$ cat config.mk
export PLATFORM = sky130hd
export DESIGN_NAME = ext_trigger_sched
export DESIGN_NICKNAME = d
export VERILOG_FILES = /design/src/rtl/ext_trig_pkg.sv /design/src/rtl/trig_holdoff_timer.sv /design/src/rtl/ext_trigger_sched.sv
export SDC_FILE = /design/constraint.sdc
export NUM_CORES = 1
export LEC_CHECK = 0
export CAP_MARGIN = 20
export CORE_MARGIN = 1
export CORE_UTILIZATION = 41
export DETAILED_ROUTE_END_ITERATION = 12
export PLACE_DENSITY_LB_ADDON = 0.12
export SYNTH_ARGS = -nofsm -noshare
export SYNTH_HDL_FRONTEND = slang
export SYNTH_SLANG_ARGS = --single-unit
$ cat constraint.sdc
create_clock -name ttc_clk -period 2.9 [get_ports ttc_clk]
set_input_delay 0.29 -clock ttc_clk [delete_from_list [all_inputs] [get_ports ttc_clk]]
set_output_delay 0.29 -clock ttc_clk [all_outputs]
set_load 0.03 [all_outputs]
$ cat src/rtl/ext_trig_pkg.sv
// Shared definitions for the external trigger scheduler.
// State indices, default widths and the one-hot state encoding.
// Optional feature macro used by the scheduler: EXT_TRIG_DELTA_T_EN.
package ext_trig_pkg;

    localparam int unsigned IDLE       = 0;
    localparam int unsigned ISSUE      = 1;
    localparam int unsigned HOLDOFF    = 2;
    localparam int unsigned REARM      = 3;

    localparam int unsigned CNT_W_DEF  = 32;
    localparam int unsigned HOLD_W_DEF = 16;
    localparam int unsigned DELTA_T_W  = 32;

    // One-hot encoding built from the state indices so the bit positions
    // and the index constants can never drift apart.
    typedef enum logic [3:0] {
        ST_IDLE    = 4'b0001 << IDLE,
        ST_ISSUE   = 4'b0001 << ISSUE,
        ST_HOLDOFF = 4'b0001 << HOLDOFF,
        ST_REARM   = 4'b0001 << REARM
    } state_e;

endpackage

$ cat src/rtl/trig_holdoff_timer.sv
// Loadable down-counter used for the post-handshake deadtime.
// expire is high during the cycle in which the count equals one.
module trig_holdoff_timer
    import ext_trig_pkg::*;
#(
    parameter int HOLD_W = HOLD_W_DEF
) (
    input  logic              ttc_clk,
    input  logic              reset40,
    input  logic              load,
    input  logic [HOLD_W-1:0] value,
    output logic              expire
);

    localparam logic [HOLD_W-1:0] HOLD_ZERO = {HOLD_W{1'b0}};
    localparam logic [HOLD_W-1:0] HOLD_ONE  = {{(HOLD_W-1){1'b0}}, 1'b1};

    logic [HOLD_W-1:0] cnt_r;
    logic [HOLD_W-1:0] cnt_s;
    logic              expire_r;

    // Next count: load wins, otherwise count down and park at zero.
    always_comb begin
        cnt_s = cnt_r;
        if (load) begin
            cnt_s = value;
        end else if (cnt_r != HOLD_ZERO) begin
            cnt_s = cnt_r - HOLD_ONE;
        end else begin
            cnt_s = HOLD_ZERO;
        end
    end

    // Count register and registered expire flag (tracks count == 1).
    always_ff @(posedge ttc_clk) begin
        if (reset40) begin
            cnt_r    <= HOLD_ZERO;
            expire_r <= 1'b0;
        end else begin
            cnt_r    <= cnt_s;
            expire_r <= (cnt_s == HOLD_ONE);
        end
    end

    assign expire = expire_r;

endmodule

$ cat src/rtl/ext_trigger_sched.sv
// External trigger scheduler: throttle veto, holdoff deadtime, valid/ready
// handoff, trigger numbering and accepted/vetoed statistics (ttc_clk domain).
// Optional macro EXT_TRIG_DELTA_T_EN adds ext_trig_delta_t, the tick count
// between successive accepted triggers.
module ext_trigger_sched
    import ext_trig_pkg::*;
#(
    parameter int CNT_W  = CNT_W_DEF,
    parameter int HOLD_W = HOLD_W_DEF
) (
    input  logic              ttc_clk,
    input  logic              reset40,
    input  logic              rst_trigger_timestamp,
    input  logic              enable,
    input  logic [HOLD_W-1:0] holdoff_cycles,
    input  logic              ext_trigger,
    input  logic              throttle,
    output logic              trig_valid,
    input  logic              trig_ready,
    output logic [CNT_W-1:0]  trig_num,
    output logic [CNT_W-1:0]  accepted_count,
    output logic [CNT_W-1:0]  vetoed_count,
    output logic              busy
`ifdef EXT_TRIG_DELTA_T_EN
    ,
    output logic [DELTA_T_W-1:0] ext_trig_delta_t
`endif
);

    localparam logic [CNT_W-1:0]  CNT_ZERO  = {CNT_W{1'b0}};
    localparam logic [CNT_W-1:0]  CNT_ONE   = {{(CNT_W-1){1'b0}}, 1'b1};
    localparam logic [HOLD_W-1:0] HOLD_ZERO = {HOLD_W{1'b0}};

    state_e            state_r;
    state_e            state_s;
    logic              busy_r;
    logic              trig_valid_r;
    logic              trig_valid_s;
    logic [CNT_W-1:0]  trig_num_r;
    logic [CNT_W-1:0]  trig_num_s;
    logic [CNT_W-1:0]  accepted_count_r;
    logic [CNT_W-1:0]  accepted_count_s;
    logic [CNT_W-1:0]  vetoed_count_r;
    logic [CNT_W-1:0]  vetoed_count_s;
    logic              ext_trigger_d_r;
    logic              accept_s;
    logic              handshake_s;
    logic              hold_load_s;
    logic              hold_expire_s;
    logic              veto_s;

    trig_holdoff_timer #(
        .HOLD_W (HOLD_W)
    ) u_holdoff (
        .ttc_clk (ttc_clk),
        .reset40 (reset40),
        .load    (hold_load_s),
        .value   (holdoff_cycles),
        .expire  (hold_expire_s)
    );

    // Next-state logic and per-cycle accept/handshake/timer-load strobes.
    always_comb begin
        state_s     = state_r;
        accept_s    = 1'b0;
        handshake_s = 1'b0;
        hold_load_s = 1'b0;
        case (state_r)
            ST_IDLE: begin
                if (ext_trigger && enable) begin
                    if (throttle) begin
                        state_s = ST_REARM;
                    end else begin
                        state_s  = ST_ISSUE;
                        accept_s = 1'b1;
                    end
                end else begin
                    state_s = ST_IDLE;
                end
            end
            ST_ISSUE: begin
                if (trig_valid_r && trig_ready) begin
                    handshake_s = 1'b1;
                    if (holdoff_cycles == HOLD_ZERO) begin
                        state_s = ST_REARM;
                    end else begin
                        state_s     = ST_HOLDOFF;
                        hold_load_s = 1'b1;
                    end
                end else begin
                    state_s = ST_ISSUE;
                end
            end
            ST_HOLDOFF: begin
                if (hold_expire_s) begin
                    state_s = ST_REARM;
                end else begin
                    state_s = ST_HOLDOFF;
                end
            end
            ST_REARM: begin
                if (!ext_trigger) begin
                    state_s = ST_IDLE;
                end else begin
                    state_s = ST_REARM;
                end
            end
            default: begin
                state_s = ST_IDLE;
            end
        endcase
    end

    // A rising edge with enable set that does not start an issue is a veto.
    assign veto_s = ext_trigger && !ext_trigger_d_r && enable && !accept_s;

    // Valid flag and counter updates; the counter-reset pulse restarts the
    // counters while still counting an event on the same cycle.
    always_comb begin
        trig_valid_s     = trig_valid_r;
        trig_num_s       = trig_num_r;
        accepted_count_s = accepted_count_r;
        vetoed_count_s   = vetoed_count_r;
        if (accept_s) begin
            trig_valid_s = 1'b1;
        end else if (handshake_s) begin
            trig_valid_s = 1'b0;
        end else begin
            trig_valid_s = trig_valid_r;
        end
        if (rst_trigger_timestamp) begin
            accepted_count_s = accept_s ? CNT_ONE : CNT_ZERO;
            trig_num_s       = accept_s ? CNT_ONE : CNT_ZERO;
            vetoed_count_s   = veto_s   ? CNT_ONE : CNT_ZERO;
        end else begin
            if (accept_s) begin
                accepted_count_s = accepted_count_r + CNT_ONE;
                trig_num_s       = accepted_count_r + CNT_ONE;
            end else begin
                accepted_count_s = accepted_count_r;
                trig_num_s       = trig_num_r;
            end
            if (veto_s) begin
                vetoed_count_s = vetoed_count_r + CNT_ONE;
            end else begin
                vetoed_count_s = vetoed_count_r;
            end
        end
    end

    // State, outputs, counters and the trigger edge register.
    always_ff @(posedge ttc_clk) begin
        if (reset40) begin
            state_r          <= ST_IDLE;
            busy_r           <= 1'b0;
            trig_valid_r     <= 1'b0;
            trig_num_r       <= CNT_ZERO;
            accepted_count_r <= CNT_ZERO;
            vetoed_count_r   <= CNT_ZERO;
            ext_trigger_d_r  <= 1'b0;
        end else begin
            state_r          <= state_s;
            busy_r           <= ~state_s[IDLE];
            trig_valid_r     <= trig_valid_s;
            trig_num_r       <= trig_num_s;
            accepted_count_r <= accepted_count_s;
            vetoed_count_r   <= vetoed_count_s;
            ext_trigger_d_r  <= ext_trigger;
        end
    end

    assign trig_valid     = trig_valid_r;
    assign trig_num       = trig_num_r;
    assign accepted_count = accepted_count_r;
    assign vetoed_count   = vetoed_count_r;
    assign busy           = busy_r;

`ifdef EXT_TRIG_DELTA_T_EN
    localparam logic [DELTA_T_W-1:0] TICK_ZERO = {DELTA_T_W{1'b0}};
    localparam logic [DELTA_T_W-1:0] TICK_ONE  = {{(DELTA_T_W-1){1'b0}}, 1'b1};
    localparam logic [DELTA_T_W-1:0] TICK_MAX  = {DELTA_T_W{1'b1}};

    logic [DELTA_T_W-1:0] tick_r;
    logic [DELTA_T_W-1:0] delta_t_r;

    // Saturating tick counter, captured and restarted on every acceptance.
    always_ff @(posedge ttc_clk) begin
        if (reset40 || rst_trigger_timestamp) begin
            tick_r    <= TICK_ZERO;
            delta_t_r <= TICK_ZERO;
        end else if (accept_s) begin
            tick_r    <= TICK_ZERO;
            delta_t_r <= tick_r;
        end else if (tick_r != TICK_MAX) begin
            tick_r    <= tick_r + TICK_ONE;
        end
    end

    assign ext_trig_delta_t = delta_t_r;
`endif

endmodule

==> metrics.md, run 1 <==
| Metric | Value |
|---|---|
| Status | `completed` |
| Slew @ Worst Pin | `around 0.76 ns` |
| CTS Hold Bufs | `0` |
| Post-Place Cells | `774` |
| Initial DRC count | `around 180` |
| Req. time, crit path | `3.14 ns` |
| Clk Latency, worst-skew pair | `0.35 ns` |
| Num CTS Buffers | `9` |
| Worst slew margin | `49.11%` |
| CTS sink count | `88` |
| Max_cap viols | `0` |
| Vias in the first global route | `around 3800` |
| Syn Inst Count | `554` |
| Metal2 WL | `about 5.2 mm` |
| Fmax | `0.3972 GHz` |
| WL/cell | `14.13 um` |
| Leakage power figure | `1.880 nW` |
| Place WS | `0.4182 ns` |
| Pwr dens | `568.3 nW/um^2` |
| Number of flops mapped to enable cells by yosys | `0` |
| # Post-CTS Setup Buffers | `0` |
| Final Util | `roughly 54%` |
| Post-synth cell types | `53` |
| Area Overhead vs Synth | `29.17%` |
| Crit path max fanout | `13` |
| Synth warn | `0` |
| Seq/Total Area, Yosys | `38.67%` |
| DRC violations left | `0` |
| Post-synth ARST share | `0%` |
| Cell family with most CP delay | `simple AND/OR/NAND/NOR gates` |
| RSZ-0062 raised after global routing | `no` |
| CP Buf/Inv Count | `0` |
| Met3 WL post-DR | `568 um` |
| Overall routed net length | `about 11 mm` |
| Main synth FF type | `dfxtp_1` |
| Number of synthesized register bits | `between 80 and 90` |
| Met1 WL | `5.176 mm` |
| Setup ws final | `between 0.3 and 0.4 ns` |
| Part of the cycle the worst path needs | `86.82%` |
| Overflow after GRT | `0` |
| Worst-path clk slew | `0.08 ns` |
| Vias/cell | `~5.3` |
| Initial antenna violation count | `0` |
| First-pass GRT wire length | `roughly 18 mm` |
| Detailed Routing Iterations Pass 1 | `6` |
| Setup TNS Final | `0 ns` |
| VDD IR max | `0.5291 mV` |
| PortBufs | `between 100 and 150` |
| Startpoint types | `flip-flop` |
| Root Buffer | `clkbuf_8` |
| Share of post-route cells with drive strength above 1 | `5.556%` |
| Chip width | `107.4 um` |
| Setup crit end kind | `flip-flop` |
| DIE HEIGHT | `107.4 um` |
| Overall Global Routing Usage | `20.14%` |
| Type of the worst setup path | `flip-flop to flip-flop` |
| # diodes | `0` |
| Layout Cells excl Fill | `788` |
| Period minus WS final | `around 2.5 ns` |
| Final hold vios | `0` |
| CP cell instances | `or4b_2 -> or2_1 -> a31o_2 -> a311o_1 -> a2111oi_1` |
| IO Pins | `~120` |
| Clock Skew | `around 0.0086 ns` |
| Synthesized Nets | `between 500 and 600` |
| WP data arrival | `2.75 ns` |
| Commonest non-fill, non-tap cell in the layout | `clkdlybuf4s50_1` |
| Slew Limit Fails | `0` |
| Via count | `4206` |
| Critical path's slowest cell | `or4b_2` |
| TritonCTS clock tree | `yes` |
| Slowest cell delay on critical path | `0.71 ns` |
| Hold WC Path Type | `flip-flop to flip-flop` |
| GPL Wtd Cong | `0.8604` |
| H-tree depth | `3` |
| Row Count | `38` |
| DRT antenna net count | `0` |
| Post-Syn Area per Cell | `8.223 um^2` |
| Initial Utilization | `42.02%` |
| Die Area | `11540 um^2` |
| Largest net degree at the start of global routing | `32` |
| Setup violations, final | `0` |
| HPWL after detailed placement | `approximately 8.2 mm` |
| Post_cts resized | `0` |
| Cell Area, Synth | `about 4600 um^2` |
| DR top layer | `met4` |
| Most frequent cells in the layout | `120 x clkdlybuf4s50_1, 88 x dfxtp_1, 68 x nor2_1` |
| Max Buffers Root-to-Sink | `2` |
| Core area | `10840 um^2` |
| NumNets Final | `around 670` |
==> state kept, by name, summed over array words and instances, names as in the netlist <==
name,count
accepted_count,32
vetoed_count,32
u_holdoff.cnt_r,16
state_r,4
busy,1
ext_trigger_d_r,1
trig_valid,1
u_holdoff.expire,1
==> worst reg2reg max path: cells and delay by family, from the launching register on <==
family,cells,cell delay (ns)
flops,1,0.40
compound gates,3,1.01
simple gates,2,1.01
==> report_power, final <==
part	switching [W]	total, W	internal [W]
registers	0.000119	0.00143	0.00131
clock network	0.000420	0.000855	0.000435
logic	0.000539	0.00106	0.000516
total	0.00108	0.00334	0.00227
==> Yosys cell counts (16+ instances only) <==
cell,instances,area (um^2)
a21oi_1,33,165.2
nand4_1,20,125.1
clkbuf_1,17,63.81
xor2_1,22,192.7
nand3_1,37,185.2
nor4_1,18,112.6
xnor2_1,36,315.3
nand2_1,39,146.4
buf_4,32,240.2
dfxtp_1,88,1762
or3_1,16,100.1
nor2_1,68,255.2
==> final timing paths <==
kind | start | endpoint | slack, ns | cells past startpoint
min | vetoed_count[18] | vetoed_count[18] | 0.51 | 2
max | state_r[3] | u_holdoff.expire | 0.38 | 5
min reg2reg | vetoed_count[18] | vetoed_count[18] | 0.51 | 2
max reg2reg | state_r[3] | u_holdoff.expire | 0.38 | 5
==> layout make-up <==
| cell class | count | area (um^2) |
|---|---|---|
| repair buffers | 134 | 1306 |
| clock buffers | 11 | 151.4 |
| well taps | 140 | 175.2 |
| inverters | 15 | 56.30 |
| clock inverters | 3 | 42.54 |
| multi-input cells | 397 | 2391 |
| flip-flops and latches | 88 | 1762 |
| fillers | 1017 | 4956 |
==> stage by stage <==
stage | cell area, um^2 | hold WS (ns) | total power (W)
after floorplan | 4556 | 0.4182 | 0.002199
after global placement | 5690 | 0.4750 | 0.002503
after detailed placement | 5690 | 0.4990 | 0.002505
after CTS | 5884 | 0.5070 | 0.003362
after global routing | 5884 | 0.5313 | 0.003570
final | 5884 | 0.5103 | 0.003344
==> logic make-up (layout without fill, tap and decap cells) <==
kind of cell / after synthesis / after routing / share of synthesized area, %
fa+ha+maj: 3 / 3 / 0.8240
mux: 2 / 2 / 0.4395
simple gates: 260 / 260 / 30.07
compound gates: 74 / 74 / 9.997
flops: 88 / 88 / 38.67
buf+inv: 69 / 163 / 8.843
xor+xnor: 58 / 58 / 11.15
==> metal layers <==
layer	vias to the layer above	track usage (%)
li1	2109	-
met1	1946	27.81
met2	136	31.57
met3	15	3.148
met4	0	7.534
met5	-	0
No activity file was read; power rests on OpenSTA's default activity.
==> inputs of run 2 (changes only) <==
Settings changed: CORE_MARGIN 1 to 5, MAX_ROUTING_LAYER from default to met4.
==> run 2 against run 1 <==
Flip-flop and latch count stayed put. Setup slack improved by 0.088 ns. Highest routed layer unchanged. Power increased by 1.4%. Via count is 1.3% higher. Count of clock-buffer cells in the layout decreased by 2. Non-clock buffer count decreased by 2.
==> metrics.md, run 2 (synthesized netlist as in run 1, its figures left out) <==
| Metric | Value |
|---|---|
| Status | `completed` |
| Post_cts resized | `0` |
| DRC violations left | `0` |
| Chip width | `115.4 um` |
| Row Count | `38` |
| Via count | `between 4000 and 5000` |
| Max_cap viols | `0` |
| NumNets Final | `669` |
| DRT antenna net count | `0` |
| Core area | `10890 um^2` |
| Period minus WS final | `approximately 2.4 ns` |
| Worst-path clk slew | `0.09 ns` |
| Clock Skew | `0.007533 ns` |
| Pwr dens | `roughly 570 nW/um^2` |
| Initial Utilization | `between 40% and 50%` |
| IO Pins | `roughly 120` |
| Leakage power figure | `1.881 nW` |
| GPL Wtd Cong | `about 0.81` |
| Most frequent cells in the layout | `120 x clkdlybuf4s50_1, 88 x dfxtp_1, 68 x nor2_1` |
| PortBufs | `120` |
| Detailed Routing Iterations Pass 1 | `5` |
| Max Buffers Root-to-Sink | `2` |
| Vias/cell | `5.409` |
| VDD IR max | `0.3591 mV` |
| Type of the worst setup path | `flip-flop to flip-flop` |
| First-pass GRT wire length | `19.47 mm` |
| Slew @ Worst Pin | `around 0.75 ns` |
| # Post-CTS Setup Buffers | `0` |
| TritonCTS clock tree | `yes` |
| Share of post-route cells with drive strength above 1 | `5.556%` |
| Fin Hold WS | `0.4891 ns` |
| Vias in the first global route | `3968` |
| Part of the cycle the worst path needs | `83.77%` |
| Largest net degree at the start of global routing | `46` |
| HPWL after detailed placement | `9.011 mm` |
| Overflow after GRT | `0` |
| Req. time, crit path | `3.16 ns` |
| Worst slew margin | `49.79%` |
| DIE HEIGHT | `115.4 um` |
| Setup crit end kind | `flip-flop` |
| Crit path max fanout | `17` |
| Setup ws final | `~0.47 ns` |
| CTS Hold Bufs | `0` |
| Setup violations, final | `0` |
| CP Buf/Inv Count | `0` |
| Startpoint types | `flip-flop` |
| Overall Global Routing Usage | `18.77%` |
| Critical path's slowest cell | `or4_4` |
| Slew Limit Fails | `0` |
| Setup TNS Final | `0 ns` |
| Clk Latency, worst-skew pair | `approximately 0.36 ns` |
| CP most frequent cell | `or4_4` |
| Initial DRC count | `190` |
| Fmax | `a little over 0.4 GHz` |
| RSZ-0062 raised after global routing | `no` |
| Place WS | `0.4554 ns` |
| CTS sink count | `88` |
| Initial antenna violation count | `0` |
| Die Area | `13320 um^2` |
| Root Buffer | `clkbuf_8` |
| Commonest non-fill, non-tap cell in the layout | `clkdlybuf4s50_1` |
| Hold WC Path Type | `flip-flop to flip-flop` |
| Area Overhead vs Synth | `29.69%` |
| Placed Area | `5688 um^2` |
| CP cell instances | `or4b_4 -> or4_4 -> or4_4 -> xor2_1 -> nor2_1` |
| Overall routed net length | `11.97 mm` |
| # diodes | `0` |
| WL/cell | `approximately 15 um` |
| WP data arrival | `2.69 ns` |
| Num CTS Buffers | `9` |
| Slowest cell delay on critical path | `0.64 ns` |
| Cell family with most CP delay | `simple AND/OR/NAND/NOR gates` |
| Final hold vios | `0` |
| Final instance area | `a little under 6000 um^2` |
| H-tree depth | `3` |
==> run 2: final cells by class <==
class / instances / area (um^2)
clock buffer: 9 / 123.9
clock inverter: 7 / 96.34
fill: 1056 / 4980
inverter: 15 / 56.30
multi-input combinational: 397 / 2391
sequential: 88 / 1762
tap: 140 / 175.2
timing repair buffer: 132 / 1304
==> run 2: path summary, 6_finish.rpt <==
kind	end	startpoint	slack, ns	cells past startpoint
max reg2reg	accepted_count[29]	state_r[3]	0.47	5
min	vetoed_count[31]	vetoed_count[31]	0.49	2
min reg2reg	vetoed_count[31]	vetoed_count[31]	0.49	2
max	accepted_count[29]	state_r[3]	0.47	5
==> run 2: per-stage QoR <==
stage / util, % / instances / total power [W]
finish: 54.26 / 788 / 0.003391
floorplan: - / 554 / 0.002199
global placement: 52.24 / 772 / 0.002475
CTS: 54.26 / 788 / 0.003423
global route: 54.26 / 788 / 0.003605
detailed placement: 52.24 / 772 / 0.002469
==> run 2: worst reg2reg max path, cell delays in order (launching register included) <==
cell and delay, ns:
dfxtp_1 0.39, or4b_4 0.60, or4_4 0.64, or4_4 0.52
xor2_1 0.14, nor2_1 0.05
==> run 2: metal layers <==
layer / wire [um] / track usage, % / part of all wire [%]
met5: 0 / - / 0
met1: 5281 / 23.36 / 44
met2: 5795 / 30.05 / 48
met3: 629 / 3.969 / 5.3
met4: 259 / 6.964 / 2.2
==> run 2: power by group <==
group / switching [W] / total, W / internal (W)
clock: 0.000454 / 0.000938 / 0.000485
sequential: 0.000118 / 0.00143 / 0.00131
combinational: 0.000536 / 0.00102 / 0.000485
total: 0.00111 / 0.00339 / 0.00228
==> inputs of run 3 (changes only) <==
Clock period 2.9 ns to 2 ns, I/O delays scaled along.
==> run 3 against run 2 <==
Setup slack got worse by 0.60 ns. Die area did not move. Power rose by 54%. The flow now finishes with violations (setup timing). Flip-flop and latch count did not move. Sequential share of layout area fell by 4.3 points. Count of clock-buffer cells in the layout rose by 3. Via count rose by 8.3%. Critical path depth did not move. Hold slack got worse by 0.084 ns. Non-clock buffer count rose by 80. Critical path type unchanged.
==> metrics.md, run 3 (synthesized netlist as in run 1, its figures left out) <==
| Metric | Value |
|---|---|
| Status | `finished, violations left` |
| Violated checks | `setup timing` |
| Clock Skew | `approximately 0.009 ns` |
| Fmax | `between 0.4 and 0.5 GHz` |
| IO Pins | `121` |
| DRT antenna net count | `0` |
| PortBufs | `120` |
| Part of the cycle the worst path needs | `106.5%` |
| R2r setup slk | `-0.13 ns` |
| Initial DRC count | `235` |
| Vias/cell | `5.324` |
| Pwr dens | `743.7 nW/um^2` |
| WL/cell | `15.38 um` |
| Startpoint types | `flip-flop` |
| R2r endpoint | `accepted_count[31]` |
| Die Area | `roughly 13000 um^2` |
| Initial antenna violation count | `0` |
| Leakage power figure | `2.626 nW` |
| DIE HEIGHT | `115.4 um` |
| Hold WC Path Type | `input port to flip-flop` |
| Final Power | `0.005217 W` |
| Fill cells | `about 920` |
| Hold Startpoint | `holdoff_cycles[9]` |
| First-pass GRT wire length | `between 20 and 25 mm` |
| # diodes | `0` |
| Overall routed net length | `roughly 13 mm` |
| Overflow after GRT | `0` |
| Slew @ Worst Pin | `about 0.38 ns` |
| Worst Setup EP | `accepted_count[31]` |
| Overall Global Routing Usage | `20.04%` |
| Worst r2r src | `state_r[2]` |
| Crit path max fanout | `8` |
| DRC violations left | `0` |
| Setup violations, final | `21` |
| GPL Wtd Cong | `0.8853` |
| Slew Limit Fails | `0` |
| Max_cap viols | `0` |
| Vias in the first global route | `between 4000 and 5000` |
| HPWL after detailed placement | `9.633 mm` |
| Max Buffers Root-to-Sink | `2` |
| Post-Place Cells | `between 800 and 900` |
| Clk Latency, worst-skew pair | `0.36 ns` |
| RSZ-0062 raised after global routing | `yes` |
| Req. time, crit path | `between 2 and 2.5 ns` |
| Root Buffer | `clkbuf_8` |
| Area Overhead vs Synth | `53.97%` |
| Layout Cells excl Fill | `around 870` |
| VDD IR max | `about 0.9 mV` |
| NumNets Final | `749` |
| Via count | `4616` |
| Commonest non-fill, non-tap cell in the layout | `clkdlybuf4s50_1` |
| WP data arrival | `roughly 2.4 ns` |
| Num CTS Buffers | `9` |
| CTS Hold Bufs | `0` |
| TritonCTS clock tree | `yes` |
| Row Count | `38` |
| Chip width | `about 120 um` |
| Share of post-route cells with drive strength above 1 | `26.27%` |
| Worst slew margin | `74.30%` |
| Most frequent cells in the layout | `120 x clkdlybuf4s50_1, 79 x buf_4, 67 x nor2_1` |
| Reg2Reg Depth | `5` |
| H-tree depth | `3` |
| Type of the worst setup path | `flip-flop to flip-flop` |
| Initial Utilization | `about two fifths` |
| Core area | `10890 um^2` |
| Period minus WS final | `2.129 ns` |
| Worst-path clk slew | `around 0.090 ns` |
| Detailed Routing Iterations Pass 1 | `5` |
| Setup crit end kind | `flip-flop` |
| Largest net degree at the start of global routing | `63` |
| Final hold vios | `0` |
| Setup ws final | `-0.1292 ns` |
| CP startpoint | `state_r[2]` |
| CTS sink count | `88` |
| Final Util | `approximately 64%` |
## run 3: cell count changes in the layout (fill, tap and decap cells not counted), sizes merged
cell / previous run / this run
clkbuf: 9 / 12
clkinvlp: 3 / 1
bufinv: 2 / 0
buf: 12 / 92
## run 3: worst min path at each step
stage	endpoint	slack (ns)	cells past startpoint
6_report	u_holdoff.cnt_r[9]	0.41	3
5_1_grt	u_holdoff.cnt_r[12]	0.43	3
4_1_cts	u_holdoff.cnt_r[7]	0.39	3
3_5_place_dp	vetoed_count[18]	0.47	2
3_3_place_gp	vetoed_count[18]	0.47	2
2_1_floorplan	ext_trigger_d_r	0.33	1
## run 3: per-stage QoR
step / area, um^2 / TNS, ns / setup WS (ns) / hold slack (ns)
after global placement: 6392 / -3.862 / -0.2823 / 0.4677
after detailed placement: 6392 / -5.361 / -0.3121 / 0.4740
after global routing: 7014 / -4.144 / -0.1782 / 0.4256
final: 7014 / -1.425 / -0.1292 / 0.4053
after floorplan: 4786 / -8.595 / -0.4210 / 0.3282
after CTS: 6713 / -1.424 / -0.1240 / 0.3883
## run 3: timing repair
| action | CTS | global route |
|---|---|---|
| endpoints found under the setup margin | 47 | 55 |
| gates cloned | 1 | 0 |
| buffers inserted | 2 | 11 |
| resized for setup | 26 | 51 |
| hold endpoints to repair | 0 | 0 |
| pin swaps | 7 | 22 |
## run 3: final cells by class
class	instances	area, um^2	share of cell area, %
clock inverter	3	17.52	0.2497
sequential	88	1790	25.53
multi-input combinational	397	2858	40.74
tap	140	175.2	2.497
inverter	15	56.30	0.8027
timing repair buffer	212	1962	27.97
clock buffer	12	155.1	2.212
## run 3: worst max-delay path: stages, from the launching register on
cell,delay (ns)
dfxtp_2,0.33
or4b_4,0.55
or4_4,0.48
buf_12,0.18
or4_4,0.42
a21oi_2,0.12
## run 3: report_power, final
group / internal [W] / switching, W / total [W]
sequential: 0.00191 / 0.000178 / 0.00209
clock: 0.000510 / 0.000634 / 0.00114
combinational: 0.00100 / 0.000982 / 0.00198
## run 3: layer usage
metal	part of all wire (%)	global-route usage, %	up-vias
met4	1.3	7.199	0
met5	0	-	-
met2	49	32.56	137
met1	44	25.52	2201
li1	-	-	2268
met3	5.4	2.820	10
